`config.mk`:
```
export PLATFORM = sky130hd
export DESIGN_NAME = awb_gray_world_div
export DESIGN_NICKNAME = d
export VERILOG_FILES = /design/src/rtl/awb_pkg.sv /design/src/rtl/awb_seq_div.sv /design/src/rtl/awb_gray_world_div.sv
export SDC_FILE = /design/constraint.sdc
export NUM_CORES = 1
export LEC_CHECK = 0
export ABC_AREA = 1
export BUFFER_PORTS_ARGS = -buffer_cell sky130_fd_sc_hd__clkbuf_2
export CORE_ASPECT_RATIO = 1.5
export CORE_MARGIN = 2
export CORE_UTILIZATION = 60
export DETAILED_ROUTE_END_ITERATION = 6
export PLACE_DENSITY_LB_ADDON = 0.25
export SYNTH_ARGS = -nofsm -noshare
export SYNTH_HDL_FRONTEND = slang
export SYNTH_SLANG_ARGS = --single-unit
```
`constraint.sdc`:
```
create_clock -name CLK -period 13.9 [get_ports CLK]
set_clock_uncertainty 0.15 [all_clocks]
set_input_delay 0 -clock CLK [delete_from_list [all_inputs] [get_ports CLK]]
set_output_delay 0 -clock CLK [all_outputs]
set_load 0.01 [all_outputs]
```
`src/rtl/awb_pkg.sv`:
```
// Shared types and helpers for the gray-world auto white balance block.
package awb_pkg;

    localparam int FRAC_DEF   = 10;
    localparam int GAIN_W_DEF = FRAC_DEF + 2;
    localparam int GAIN_ONE   = 1 << FRAC_DEF;
    localparam int GAIN_MAX   = (1 << GAIN_W_DEF) - 1;

    typedef enum logic [1:0] {
        IDLE  = 2'd0,
        DIV_R = 2'd1,
        DIV_B = 2'd2,
        DONE  = 2'd3
    } awb_state_e;

    // Unsigned saturation of value to dw bits.
    function automatic logic [63:0] sat_u(input logic [63:0] value, input int dw);
        logic [63:0] lim;
        lim = (64'd1 << dw) - 64'd1;
        return (value > lim) ? lim : value;
    endfunction

endpackage

```
`src/rtl/awb_seq_div.sv`:
```
// Restoring sequential divider, one quotient bit per cycle, start/done/busy handshake.
module awb_seq_div #(
    parameter int              NW     = 42,
    parameter int              DVW    = 32,
    parameter logic [NW-1:0]   DIV0_Q = '1
) (
    input  logic           CLK,
    input  logic           RST_n,
    input  logic           start_i,
    input  logic [NW-1:0]  num_i,
    input  logic [DVW-1:0] den_i,
    output logic [NW-1:0]  quo_o,
    output logic           busy_o,
    output logic           done_o
);

    localparam int CW = $clog2(NW + 1);

    logic [DVW-1:0] rem_q;
    logic [DVW-1:0] den_q;
    logic [NW-1:0]  quo_q;
    logic [CW-1:0]  cnt_q;
    logic           busy_q;
    logic           done_q;

    logic [DVW:0]   trial;
    logic [DVW:0]   diff;
    logic           qbit;

    // Partial remainder shifted left with the next numerator bit; one extra bit of headroom.
    always_comb begin
        trial = {rem_q, quo_q[NW-1]};
        diff  = trial - {1'b0, den_q};
        qbit  = (trial >= {1'b0, den_q});
    end

    always_ff @(posedge CLK or negedge RST_n) begin
        if (!RST_n) begin
            rem_q  <= '0;
            den_q  <= '0;
            quo_q  <= '0;
            cnt_q  <= '0;
            busy_q <= 1'b0;
            done_q <= 1'b0;
        end else begin
            done_q <= 1'b0;
            if (start_i && !busy_q) begin
                if (den_i == '0) begin
                    quo_q  <= DIV0_Q;
                    done_q <= 1'b1;
                end else begin
                    rem_q  <= '0;
                    quo_q  <= num_i;
                    den_q  <= den_i;
                    cnt_q  <= CW'(NW);
                    busy_q <= 1'b1;
                end
            end else if (busy_q) begin
                rem_q <= qbit ? diff[DVW-1:0] : trial[DVW-1:0];
                quo_q <= {quo_q[NW-2:0], qbit};
                cnt_q <= cnt_q - CW'(1);
                if (cnt_q == CW'(1)) begin
                    busy_q <= 1'b0;
                    done_q <= 1'b1;
                end
            end
        end
    end

    assign quo_o  = quo_q;
    assign busy_o = busy_q;
    assign done_o = done_q;

endmodule

```
`src/rtl/awb_gray_world_div.sv`:
```
// Gray-world auto white balance: per-frame channel sums, R/B gains via a shared divider.
// Define AWB_SMOOTH_EN to blend new gains into the pending gains with an IIR step.
module awb_gray_world_div
    import awb_pkg::*;
#(
    parameter int DW     = 8,
    parameter int FRAC   = FRAC_DEF,
    parameter int GAIN_W = FRAC + 2,
    parameter int SUM_W  = 32
`ifdef AWB_SMOOTH_EN
    ,
    parameter int SMOOTH_SH = 2
`endif
) (
    input  logic              CLK,
    input  logic              RST_n,
    input  logic              iEN,
    input  logic              iFVAL,
    input  logic              iLVAL,
    input  logic [DW-1:0]     iR,
    input  logic [DW-1:0]     iG,
    input  logic [DW-1:0]     iB,
    output logic              oFVAL,
    output logic              oLVAL,
    output logic [DW-1:0]     oR,
    output logic [DW-1:0]     oG,
    output logic [DW-1:0]     oB,
    output logic [GAIN_W-1:0] oRgain,
    output logic [GAIN_W-1:0] oBgain,
    output logic              oBusy,
    output logic              oDrop
);

    localparam int                NW    = SUM_W + FRAC;
    localparam int                PW    = DW + GAIN_W;
    localparam logic [GAIN_W-1:0] G_ONE = GAIN_W'(1) << FRAC;
    localparam logic [GAIN_W-1:0] G_MAX = '1;

    logic              fval_q;
    logic              rise;
    logic              fall;
    logic              pix_v;
    logic [SUM_W-1:0]  rsum_q, rsum_d;
    logic [SUM_W-1:0]  gsum_q, gsum_d;
    logic [SUM_W-1:0]  bsum_q, bsum_d;
    logic [SUM_W-1:0]  cnt_q, cnt_d;

    awb_state_e        state_q;
    logic              start_q;
    logic              drop_q;
    logic [SUM_W-1:0]  lat_r_q, lat_g_q, lat_b_q;
    logic [GAIN_W-1:0] qr_q, qb_q;
    logic [GAIN_W-1:0] pend_r_q, pend_b_q;
    logic [GAIN_W-1:0] act_r_q, act_b_q;
    logic [GAIN_W-1:0] upd_r, upd_b;
    logic [GAIN_W-1:0] q_clamped;
    logic              apply;

    logic [NW-1:0]     div_num;
    logic [SUM_W-1:0]  div_den;
    logic [NW-1:0]     div_quo;
    logic              div_busy;
    logic              div_done;

    logic [GAIN_W-1:0] eff_r, eff_b;
    logic [GAIN_W-1:0] use_r, use_b;
    logic [PW-1:0]     p_r_q, p_g_q, p_b_q;
    logic              fv1_q, lv1_q;

    assign rise  = iFVAL & ~fval_q;
    assign fall  = ~iFVAL & fval_q;
    assign pix_v = iFVAL & iLVAL;
    assign apply = rise && (state_q == IDLE);

    always_comb begin
        rsum_d = rise ? '0 : rsum_q;
        gsum_d = rise ? '0 : gsum_q;
        bsum_d = rise ? '0 : bsum_q;
        cnt_d  = rise ? '0 : cnt_q;
        if (pix_v) begin
            rsum_d = rsum_d + SUM_W'(iR);
            gsum_d = gsum_d + SUM_W'(iG);
            bsum_d = bsum_d + SUM_W'(iB);
            cnt_d  = cnt_d + SUM_W'(1);
        end
    end

    always_ff @(posedge CLK or negedge RST_n) begin
        if (!RST_n) begin
            fval_q <= 1'b0;
            rsum_q <= '0;
            gsum_q <= '0;
            bsum_q <= '0;
            cnt_q  <= '0;
        end else begin
            fval_q <= iFVAL;
            rsum_q <= rsum_d;
            gsum_q <= gsum_d;
            bsum_q <= bsum_d;
            cnt_q  <= cnt_d;
        end
    end

    assign div_num   = {lat_g_q, {FRAC{1'b0}}};
    assign div_den   = (state_q == DIV_B) ? lat_b_q : lat_r_q;
    assign q_clamped = (div_quo > NW'(G_MAX)) ? G_MAX : div_quo[GAIN_W-1:0];

    awb_seq_div #(
        .NW     (NW),
        .DVW    (SUM_W),
        .DIV0_Q (NW'(G_MAX))
    ) u_div (
        .CLK     (CLK),
        .RST_n   (RST_n),
        .start_i (start_q),
        .num_i   (div_num),
        .den_i   (div_den),
        .quo_o   (div_quo),
        .busy_o  (div_busy),
        .done_o  (div_done)
    );

`ifdef AWB_SMOOTH_EN
    logic signed [GAIN_W+1:0] dr, db;
    always_comb begin
        dr    = $signed({2'b00, qr_q}) - $signed({2'b00, pend_r_q});
        db    = $signed({2'b00, qb_q}) - $signed({2'b00, pend_b_q});
        upd_r = pend_r_q + GAIN_W'(dr >>> SMOOTH_SH);
        upd_b = pend_b_q + GAIN_W'(db >>> SMOOTH_SH);
    end
`else
    always_comb begin
        upd_r = qr_q;
        upd_b = qb_q;
    end
`endif

    // Frame-end sequencing: latch sums, divide R then B, publish to pending gains.
    always_ff @(posedge CLK or negedge RST_n) begin
        if (!RST_n) begin
            state_q  <= IDLE;
            start_q  <= 1'b0;
            drop_q   <= 1'b0;
            lat_r_q  <= '0;
            lat_g_q  <= '0;
            lat_b_q  <= '0;
            qr_q     <= G_ONE;
            qb_q     <= G_ONE;
            pend_r_q <= G_ONE;
            pend_b_q <= G_ONE;
            act_r_q  <= G_ONE;
            act_b_q  <= G_ONE;
        end else begin
            start_q <= 1'b0;
            drop_q  <= fall && (state_q != IDLE);
            case (state_q)
                IDLE: begin
                    if (fall && (cnt_q != '0)) begin
                        lat_r_q <= rsum_q;
                        lat_g_q <= gsum_q;
                        lat_b_q <= bsum_q;
                        start_q <= 1'b1;
                        state_q <= DIV_R;
                    end
                end
                DIV_R: begin
                    if (div_done) begin
                        qr_q    <= q_clamped;
                        start_q <= 1'b1;
                        state_q <= DIV_B;
                    end
                end
                DIV_B: begin
                    if (div_done) begin
                        qb_q    <= q_clamped;
                        state_q <= DONE;
                    end
                end
                DONE: begin
                    pend_r_q <= upd_r;
                    pend_b_q <= upd_b;
                    state_q  <= IDLE;
                end
                default: state_q <= IDLE;
            endcase
            if (apply) begin
                act_r_q <= pend_r_q;
                act_b_q <= pend_b_q;
            end
        end
    end

    // A pixel arriving on the FVAL-rise cycle already sees the new frame's gains.
    assign eff_r = apply ? pend_r_q : act_r_q;
    assign eff_b = apply ? pend_b_q : act_b_q;
    assign use_r = iEN ? eff_r : G_ONE;
    assign use_b = iEN ? eff_b : G_ONE;

    always_ff @(posedge CLK or negedge RST_n) begin
        if (!RST_n) begin
            p_r_q <= '0;
            p_g_q <= '0;
            p_b_q <= '0;
            fv1_q <= 1'b0;
            lv1_q <= 1'b0;
            oR    <= '0;
            oG    <= '0;
            oB    <= '0;
            oFVAL <= 1'b0;
            oLVAL <= 1'b0;
        end else begin
            p_r_q <= PW'(iR) * PW'(use_r);
            p_g_q <= PW'(iG) * PW'(G_ONE);
            p_b_q <= PW'(iB) * PW'(use_b);
            fv1_q <= iFVAL;
            lv1_q <= iLVAL;
            oR    <= DW'(sat_u(64'(p_r_q >> FRAC), DW));
            oG    <= DW'(sat_u(64'(p_g_q >> FRAC), DW));
            oB    <= DW'(sat_u(64'(p_b_q >> FRAC), DW));
            oFVAL <= fv1_q;
            oLVAL <= lv1_q;
        end
    end

    assign oRgain = act_r_q;
    assign oBgain = act_b_q;
    assign oBusy  = (state_q != IDLE) | div_busy;
    assign oDrop  = drop_q;

endmodule
```
==> results_dict.tcl <==
set metrics [dict create \
    die_h_um 278 \
    crit_slowest_cell "nand3_2" \
    ioPinCount 81 \
    post_cts_resized 0 \
    drt_first_iter_violations 1421 \
    max_freq_mhz 156 \
    overflow 0 \
    synth.area.top_cells "dfrtp_1 (39%), nand2_1 (11%), fa_1 (8.1%), inv_1 (7.1%), nor2_1 (5.9%)" \
    critPathMaxStageDelay_ns 0.70 \
    first_pass_grt_wire_length_um 125000 \
    drive_gt1_share_pct 6.94 \
    unrepaired_setup_endpoints_after_global_routing "false" \
    numPortBuffers 80 \
    reg2regPathDepth 19 \
    cts_num_sinks 470 \
    wirelength_routed_um 75900 \
    ys_ff_latch 470 \
    die_area_sq_um 51900 \
    dpl_worst_slack_ns 7.53 \
    synth.distinct_cells 50 \
    post_synth_most_frequent_cells "nand2_1 (899), inv_1 (569), nor2_1 (474)" \
    drtPass1Iterations 7 \
    endpoint_kind "register" \
    groute.usage.overall_pct 29.8 \
    clock-root-buffer "clkbuf_16" \
    endpoint_of_the_lowest_slack_register_to_register_path "p_r_q[18]" \
    max_slew.worst_pin.slew_ns 1.03 \
    path_cells "inv_1 -> ha_1 -> nand3_2 -> o21ai_0 -> nand2_1 -> nor2_1 -> fa_1 -> fa_1 -> fa_1 -> inv_1 -> fa_1 -> inv_1 -> ha_1 -> a21oi_1 -> o21ai_0 -> a211oi_1 -> nand2_1 -> nand2_1 -> nand2_1" \
    hpwl_um 56400 \
    worst_hold_path_type "input pin to register" \
    asyncSetResetFlopFracSynth_pct 100 \
    post_synth_instance_area_sq_um 30000 \
    netlist.top_cell.by_area "dfrtp_1" \
    maxCapViolations 0 \
    power-per-cell-area_nw_per_um2 176 \
    post-synth-top-area-fraction_pct 38.7 \
    initial_core_utilization_pct 60.6 \
    crit_path_end "p_r_q[18]" \
    final_net_count 4159 \
    cts.hold.buffers_added 33 \
    crit_path_time_final_ns 6.41 \
    cts_max_level 2 \
    dieWidth_um 187 \
    vias 24700 \
    clk_pin_slew_ns 0.07 \
    grt_max_degree 165 \
    report.final.hold_viol_count 0 \
    number_of_antenna_violations_at_the_first_check_in_global_routing 0 \
    synth_ff_type "dfrtp_1" \
    count_of_inserted_antenna_diode_cells 0 \
    numCtsBuffers 46 \
    clock_network_latency_to_the_later_pin_of_the_worst_skew_pair_ns 0.59 \
    ff_to_ff_setup_slack_ns 7.49 \
    tritoncts_clock_tree "yes" \
    worstPathBufferInverterCount 3 \
    wire_per_inst_um 16.6 \
    postCtsSetupRepairBufs 0 \
    gp_congestion 0.975 \
    cp_num_cells 19 \
    drcViolationCount 0 \
    leakagePower_nw 16.4 \
    path_delay_family "adder cells" \
    layout_setup_ws_ns 7.49 \
    core_area_sq_um 49500 \
    timing.critical_path.from "state_q[0]" \
    slew_viol_final 0 \
    worstSetupStartpointType "register" \
    cts_max_path_buffers 3 \
    final-setup-viol-count 0 \
    synthesis.nets 4099 \
    std_cell_rows 100 \
    number_of_enable_flip_flop_cells_after_synthesis 0 \
    r2r-start "state_q[0]" \
    path_class "register to register" \
    timing.critical_path.required_ns 14.19 \
    synthMostInstantiatedCell "nand2_1" \
    final.period_utilization_pct 46.1 \
    yosysSeqAreaShare_pct 39.2 \
    worst-endpoint-arrival_ns 6.70 \
    antenna_violation_net_count_after_detailed_routing 0 \
    ir_drop_uv 113 \
    worst_slew_margin_rel_pct 31.4 \
    setup_total_negative_slack_ns 0 \
    postSynthCellCount 3810 \
    yosys_warnings 0 \
    flow.area_growth_from_synthesis_pct 9.29 \
    synth_area_per_cell_sq_um 7.88 \
    timing.critical_path.fanout_max 48 \
    route.detailed.vias_per_inst 5.41 \
    first_global_vias 24900 \
    run_status "completed" \
]
metrics by stage:
stage	total power, mW	hold WS, ns	std cells	util [%]	area, sq um
after floorplan	3.76	-0.446	3810	-	30000
after global placement	4.38	-0.112	4452	62.2	30800
after detailed placement	4.42	-0.109	4452	62.2	30800
after CTS	5.80	0.00548	4568	66.2	32800
after global routing	6.23	0.0601	4568	66.2	32800
final	5.77	0.0293	4568	66.2	32800
sequential cells by signal (all words and copies together), names as in the netlist, 10 cells and up:
| register | flops |
|---|---|
| u_div.quo_o | 42 |
| bsum_q | 32 |
| cnt_q | 32 |
| gsum_q | 32 |
| lat_b_q | 32 |
| lat_g_q | 32 |
| lat_r_q | 32 |
| rsum_q | 32 |
| u_div.den_q | 32 |
| u_div.rem_q | 32 |
| oBgain | 12 |
| oRgain | 12 |
| pend_b_q | 12 |
| pend_r_q | 12 |
| qb_q | 12 |
| qr_q | 12 |
| p_b_q | 10 |
| p_r_q | 10 |
report_power, final:
part           leakage, nW  internal (mW)  switching [mW]  total [mW]
registers             6.17           1.71           0.210        1.92
clock network        0.793          0.779           0.562        1.34
logic                 9.46          0.864            1.65        2.52
total                 16.4           3.35            2.43        5.77
cell families (layout without fill, tap and decap cells):
| group | count (synthesis) | after routing | share of synthesized area, % |
|---|---|---|---|
| xor+xnor | 139 | 139 | 4.06 |
| fa+ha+maj | 260 | 260 | 13.9 |
| buf+inv | 704 | 799 | 9.43 |
| mux | 5 | 5 | 0.171 |
| flops | 470 | 470 | 39.2 |
| simple gates | 1745 | 1745 | 24.5 |
| compound gates | 487 | 487 | 8.77 |
layout make-up:
cell class                 count  area (sq um)
clock buffer                  58          1300
timing repair buffer         132           913
tap                          663           830
multi-input combinational   2636         15500
sequential                   470         11800
fill                        4304         16800
inverter                     584          2190
clock inverter                25           338
how the worst min path moves through the flow:
stage          startpoint        end  slack (ns)  cells after the start
3_3_place_gp        RST_n      oR[5]       -0.11                      1
2_1_floorplan       RST_n  bsum_q[0]       -0.45                      0
5_1_grt             iR[5]  rsum_q[5]        0.06                      4
3_5_place_dp        RST_n      oR[5]       -0.11                      1
6_report            iR[5]  rsum_q[5]        0.03                      4
4_1_cts             iR[5]  rsum_q[5]       0.005                      4
layer usage:
layer	wire (um)	GRT usage, %	share of wire [%]	vias to the layer above
li1	-	-	-	12100
met4	4350	15.6	5.7	0
met1	29000	33.7	38	11800
met5	0	0	0	-
met3	2870	3.23	3.8	224
met2	39600	55.1	52	570
cell usage in the layout, fill, tap and decap left out, types with 7 or more instances in the layout:
cell and n:
nand2_1 898, inv_1 569, nor2_1 471, dfrtp_1 463, o21ai_0 229, nand3_1 181
a21oi_1 160, ha_1 137, fa_1 122, clkbuf_2 79, xor2_1 76, xnor2_1 63
nor3_1 48, clkbuf_16 46, nand3b_1 36, nand4_1 33, dlygate4sd3_1 32, a31oi_1 30
o21ai_2 25, nor4_1 20, nor2_2 20, buf_4 18, o21ai_1 12, clkbuf_8 10
clkinv_1 9, o21a_1 9, o22ai_1 9, clkinv_2 7
tightest hold or removal path: stages:
cell and delay [ns]:
clkbuf_2 0.25, ha_1 0.26, or2_2 0.13, a31oi_1 0.06
Note: power is estimated with default switching activity, not from simulation.
